<file path="config.mk">
export PLATFORM = sky130hd
export DESIGN_NAME = ad_param_measure
export DESIGN_NICKNAME = d
export VERILOG_FILES = /design/src/rtl/ad_param_measure.sv
export SDC_FILE = /design/constraint.sdc
export NUM_CORES = 1
export LEC_CHECK = 0
export ABC_CLOCK_PERIOD_IN_PS = 11350
export BUFFER_PORTS_ARGS = -buffer_cell sky130_fd_sc_hd__buf_2
export CAP_MARGIN = 20
export CORE_MARGIN = 2
export CORE_UTILIZATION = 60
export DETAILED_ROUTE_END_ITERATION = 12
export GPL_ROUTABILITY_DRIVEN = 0
export GPL_TIMING_DRIVEN = 1
export PLACE_DENSITY = 0.78
export REMOVE_ABC_BUFFERS = 1
export SYNTH_ARGS = -nofsm -noshare
export SYNTH_HDL_FRONTEND = slang
export SYNTH_SLANG_ARGS = --single-unit
</file>
<file path="constraint.sdc">
create_clock -name clk -period 11.35 [get_ports clk]
set_input_delay 2.27 -clock clk [delete_from_list [all_inputs] [get_ports clk]]
set_output_delay 2.27 -clock clk [all_outputs]
set_load 0.005 [all_outputs]
</file>
<file path="src/rtl/ad_param_measure.sv">
// ad_param_measure: gated waveform measurement for the AD sample stream.
// Over each gate window it counts hysteresis-qualified rising edges and tracks
// the running max/min. At the end of the window it publishes edge count, max,
// min and peak-to-peak, then recentres the comparator threshold on the
// midpoint of the waveform just seen.
module ad_param_measure #(
  parameter int GATE_CYCLES = 50_000_000,
  parameter int HYST        = 8,
  parameter int FREQ_W      = 20
) (
  input  logic              clk,
  input  logic              rst,
  input  logic              ad_valid,
  input  logic [7:0]        ad_data,
  output logic [FREQ_W-1:0] ad_freq,
  output logic [7:0]        ad_max,
  output logic [7:0]        ad_min,
  output logic [7:0]        ad_vpp,
  output logic              meas_done
);

  localparam int               CNT_W     = $clog2(GATE_CYCLES);
  localparam logic [CNT_W-1:0] GATE_LAST = CNT_W'(GATE_CYCLES - 1);
  localparam logic [8:0]       HYST9     = 9'(HYST);

  typedef enum logic {S_GATE, S_LATCH} state_t;

  state_t              state_q,    state_d;
  logic [CNT_W-1:0]    gate_cnt_q, gate_cnt_d;
  logic [FREQ_W-1:0]   edge_cnt_q, edge_cnt_d;
  logic [7:0]          run_max_q,  run_max_d;
  logic [7:0]          run_min_q,  run_min_d;
  logic                seen_q,     seen_d;
  logic [7:0]          thr_q,      thr_d;
  logic                cmp_hi_q,   cmp_hi_d;
  logic [FREQ_W-1:0]   freq_q,     freq_d;
  logic [7:0]          max_q,      max_d;
  logic [7:0]          min_q,      min_d;
  logic [7:0]          vpp_q,      vpp_d;
  logic                done_q,     done_d;

  logic [8:0]          hi_sum, hi_th, lo_th, thr_sum;
  logic                rise, fall;
  logic [7:0]          base_max, base_min;
  logic [FREQ_W-1:0]   base_edge;
  logic                base_seen;

  // Comparator thresholds around thr, saturated at the code range ends.
  always_comb begin
    hi_sum = {1'b0, thr_q} + HYST9;
    hi_th  = (hi_sum > 9'd255) ? 9'd255 : hi_sum;
    lo_th  = ({1'b0, thr_q} < HYST9) ? 9'd0 : ({1'b0, thr_q} - HYST9);
    rise   = ad_valid && !cmp_hi_q && ({1'b0, ad_data} >= hi_th);
    fall   = ad_valid &&  cmp_hi_q && ({1'b0, ad_data} <= lo_th);
  end

  // Next-state logic: gate sequencing, accumulators and result latching.
  always_comb begin
    // NOTE: every signal gets a default before any branch so no latch is inferred.
    state_d    = state_q;
    gate_cnt_d = gate_cnt_q;
    thr_d      = thr_q;
    freq_d     = freq_q;
    max_d      = max_q;
    min_d      = min_q;
    vpp_d      = vpp_q;
    done_d     = 1'b0;
    cmp_hi_d   = rise ? 1'b1 : (fall ? 1'b0 : cmp_hi_q);
    thr_sum    = {1'b0, run_max_q} + {1'b0, run_min_q};

    // In S_LATCH the accumulators restart, so a sample arriving that cycle
    // is folded into cleared values and opens the next window.
    base_max  = (state_q == S_LATCH) ? 8'd0   : run_max_q;
    base_min  = (state_q == S_LATCH) ? 8'd255 : run_min_q;
    base_edge = (state_q == S_LATCH) ? '0     : edge_cnt_q;
    base_seen = (state_q == S_LATCH) ? 1'b0   : seen_q;

    run_max_d  = (ad_valid && ad_data > base_max) ? ad_data : base_max;
    run_min_d  = (ad_valid && ad_data < base_min) ? ad_data : base_min;
    seen_d     = base_seen | ad_valid;
    edge_cnt_d = (rise && base_edge != '1) ? base_edge + FREQ_W'(1) : base_edge;

    case (state_q)
      S_GATE: begin
        if (gate_cnt_q == GATE_LAST) begin
          gate_cnt_d = '0;
          state_d    = S_LATCH;
        end else begin
          gate_cnt_d = gate_cnt_q + CNT_W'(1);
        end
      end
      default: begin
        state_d = S_GATE;
        done_d  = 1'b1;
        if (seen_q) begin
          freq_d = edge_cnt_q;
          max_d  = run_max_q;
          min_d  = run_min_q;
          vpp_d  = run_max_q - run_min_q;
          thr_d  = thr_sum[8:1];
        end else begin
          freq_d = '0;
          max_d  = 8'd0;
          min_d  = 8'd0;
          vpp_d  = 8'd0;
        end
      end
    endcase
  end

  // State and output registers; reset discards any partial window.
  always_ff @(posedge clk or posedge rst) begin
    if (rst) begin
      state_q    <= S_GATE;
      gate_cnt_q <= '0;
      edge_cnt_q <= '0;
      run_max_q  <= 8'd0;
      run_min_q  <= 8'd255;
      seen_q     <= 1'b0;
      thr_q      <= 8'd128;
      cmp_hi_q   <= 1'b0;
      freq_q     <= '0;
      max_q      <= 8'd0;
      min_q      <= 8'd0;
      vpp_q      <= 8'd0;
      done_q     <= 1'b0;
    end else begin
      // NOTE: non-blocking assignments so all flops update from pre-edge values.
      state_q    <= state_d;
      gate_cnt_q <= gate_cnt_d;
      edge_cnt_q <= edge_cnt_d;
      run_max_q  <= run_max_d;
      run_min_q  <= run_min_d;
      seen_q     <= seen_d;
      thr_q      <= thr_d;
      cmp_hi_q   <= cmp_hi_d;
      freq_q     <= freq_d;
      max_q      <= max_d;
      min_q      <= min_d;
      vpp_q      <= vpp_d;
      done_q     <= done_d;
    end
  end

  assign ad_freq   = freq_q;
  assign ad_max    = max_q;
  assign ad_min    = min_q;
  assign ad_vpp    = vpp_q;
  assign meas_done = done_q;

endmodule

</file>
==> flow_summary.yaml <==
clock_tree:
  cts_root_buffer: "clkbuf_8"
  cts_max_level: 4
  clkTransAtPathRegs_ns: 0.06
  clk_latency_ns: 0.53
  cts.path.max_buffers: 2
  cts_buffers: 17
  postCtsResizedCells: 0
  cts_tree: "built"
  post_cts_buffers: 0
  cts-hold-fix-buffers: 0
  cts_sinks: 118
flow_run:
  maxCapViolations: 0
detailed_routing:
  postRouteAntennaNets: 0
  drc: 0
  drtIter0Drc: 472
  dr.pass1.iters: 5
  drt-total-wl_um: 15500
  wl_per_cell_um: 18.2
  vias: 5157
  viasPerCell: 6.07
placed_design:
  dp_hpwl_um: 10700
  placed_area_um2: 6920
  place_ws_ns: 6.97
  io_buffers: 55
  placed_cells: 817
setup_path:
  crit_family: "simple AND/OR/NAND/NOR gates"
  slowest_delay_ns: 0.53
  cp.arrival_ns: 4.34
  startpoint: "ad_data[7]"
  reg2reg_slack_ns: 7.48
  rr_worst_depth: 13
  rr_endpoint: "edge_cnt_q[7]$_DFF_PP0_"
  cp_slowest_cell: "or3b_1"
  path_depth: 8
  critPathRequiredTime_ns: 11.82
  cp-start-kind: "input port"
  path_cells: "buf_2, ha_1, and3_1, nand3_1, o21ai_2, or3b_1, or4_1, nand2_1"
  endpoint: "edge_cnt_q[7]$_DFF_PP0_"
  worstSetupPathType: "in -> reg"
  endpoint_kind: "flip-flop"
  crit_fanout: 10
  cp.buffers_inverters: 1
  regToRegStartpoint: "thr_q[3]$_DFFE_PP0P_"
synthesis:
  syn_area_per_cell_um2: 10.1
  synthTopCellsByArea: "dfrtp_1 42%, ha_1 9.7%, a22o_1 4.5%"
  ys_types: 62
  ys_seq_area_share_pct: 45.2
  ys.flop_type: "dfrtp_1"
  yosys_warnings: 0
  async_reset_ff_share_pct: 100
  yosys.area.top_type_share_pct: 41.6
  yosys.area.top_type: "dfrtp_1"
  netlist_instances: 648
  synth_seq_cells: 118
  synth_edf_count: 0
  synth_area_um2: 6560
outcome:
  outcome: "complete, no violations"
floorplanning:
  core_area_um2: 10700
  ioPinCount: 56
  die_area_um2: 11800
  rows: 38
  die_w_um: 109
  start_util_pct: 61.0
  die_y_um: 109
cells_and_area:
  drive_gt1_share_pct: 16.6
  final_area_um2: 7500
  finalNonFillerCells: 849
  layout_common_cells: "109 x dfrtp_1, 55 x buf_2, 52 x nand2_1, 52 x nor2_1, 51 x ha_1"
  diodes: 0
  areaGrowthSynthToFinish_pct: 14.3
  final_nets: 760
  layout_commonest_cell: "dfrtp_1"
  num-fill-cells: 811
sta:
  max_freq_mhz: 258
  worst_pin_slew_ns: 0.867
  finalSetupViolations: 0
  period_needed_ns: 3.88
  final_max_slew_viol_count: 0
  clock_skew_ns: 0.00645
  fin_setup_tns_ns: 0
  finalHoldViolations: 0
  rsz0062_at_grt: "false"
  fin_crit_sh_pct: 34.2
  max-slew-margin-rel_pct: 42.2
  setup_slack_ns: 7.47
power:
  p_total_w: 0.00153
  ir_drop_v: 0.000104
  power_density_nw_per_um2: 204
  p_leak_nw: 3.66
grt:
  overflow: 0
  grt.busiest_layer: "met2"
  use_met3_pct: 6.75
  grt_max_degree: 71
  grt_pass1_vias: 5223
  grtUsageMet2_pct: 45.9
  grt_use_met1_pct: 36.1
  grt_pass1_wl_um: 25300
  antenna_found_initial: 0
  track_usage_pct: 28.0
hold_path:
  hold_class: "reg -> reg"
report_power, final:
group / internal, W / leakage, nW / switching (W)
clock: 0.000334 / 0.285 / 0.000189
combinational: 0.000207 / 1.82 / 0.000268
sequential: 0.000471 / 1.55 / 0.0000619
how the worst min path moves through the flow:
stage	startpoint	endpoint	slack, ns	depth (start not counted)
final	ad_vpp[0]$_DFFE_PP0P_	ad_vpp[0]$_DFFE_PP0P_	0.49	1
after global routing	ad_vpp[0]$_DFFE_PP0P_	ad_vpp[0]$_DFFE_PP0P_	0.51	1
after CTS	ad_vpp[0]$_DFFE_PP0P_	ad_vpp[0]$_DFFE_PP0P_	0.49	1
after detailed placement	ad_vpp[0]$_DFFE_PP0P_	ad_vpp[0]$_DFFE_PP0P_	0.47	1
after global placement	ad_vpp[0]$_DFFE_PP0P_	ad_vpp[0]$_DFFE_PP0P_	0.47	1
after floorplan	gate_cnt_q[24]$_DFFE_PP0N_	gate_cnt_q[24]$_DFFE_PP0N_	0.45	1
Yosys cell counts, drive strengths merged (3+ instances only):
master     n
a21o       9
a21oi     15
a22o      34
and2       3
and3       9
and4       7
buf        6
clkbuf    25
dfrtp    109
dfstp      9
ha        51
inv       39
mux2       7
mux2i     18
nand2     52
nand2b     7
nand3     26
nand4     15
nor2      52
nor2b     13
nor3       7
nor3b      3
nor4       9
o2111ai    3
o21a       3
o21ai     29
o21bai     3
o31ai      3
or3        4
or4        5
xnor2     20
xor2      24
layer usage:
metal	part of all wire (%)	vias to the layer above
met5	0	-
met1	44	2585
li1	-	2384
met4	2.0	0
met3	4.4	30
met2	49	158
sequential cells by signal, indices dropped and copies added (netlist names):
name,cells
ad_freq,20
ad_max,8
ad_min,8
ad_vpp,8
cmp_hi_q,1
edge_cnt_q,20
gate_cnt_q,26
meas_done,1
run_max_q,8
run_min_q,8
seen_q,1
state_q,1
thr_q,8
cells by family (layout without fill, tap and decap cells):
family	Yosys count	after routing	share of synthesized area, %
AND/OR/NAND/NOR	221	221	17.7
flip-flops	118	118	45.2
AO/OA/AOI/OAI	117	117	12.8
buffers and inverters	70	131	4.20
adder cells (fa/ha/maj)	53	53	10.3
XOR/XNOR	44	44	5.88
multiplexers	25	25	3.95
metrics by stage:
step	util, %	hold WS [ns]
after global placement	64.4	0.474
after CTS	69.8	0.490
after floorplan	-	0.454
final	69.8	0.489
after detailed placement	64.4	0.472
after global routing	69.8	0.507
cell type report:
class | count | area [um2] | share of cell area [%]
inverter | 39 | 149 | 1.99
sequential | 118 | 2960 | 39.5
tap | 140 | 175 | 2.34
clock inverter | 8 | 96.3 | 1.29
multi-input combinational | 460 | 3320 | 44.3
timing repair buffer | 60 | 313 | 4.17
clock buffer | 24 | 480 | 6.41
Power figures use the tool's default switching activity.
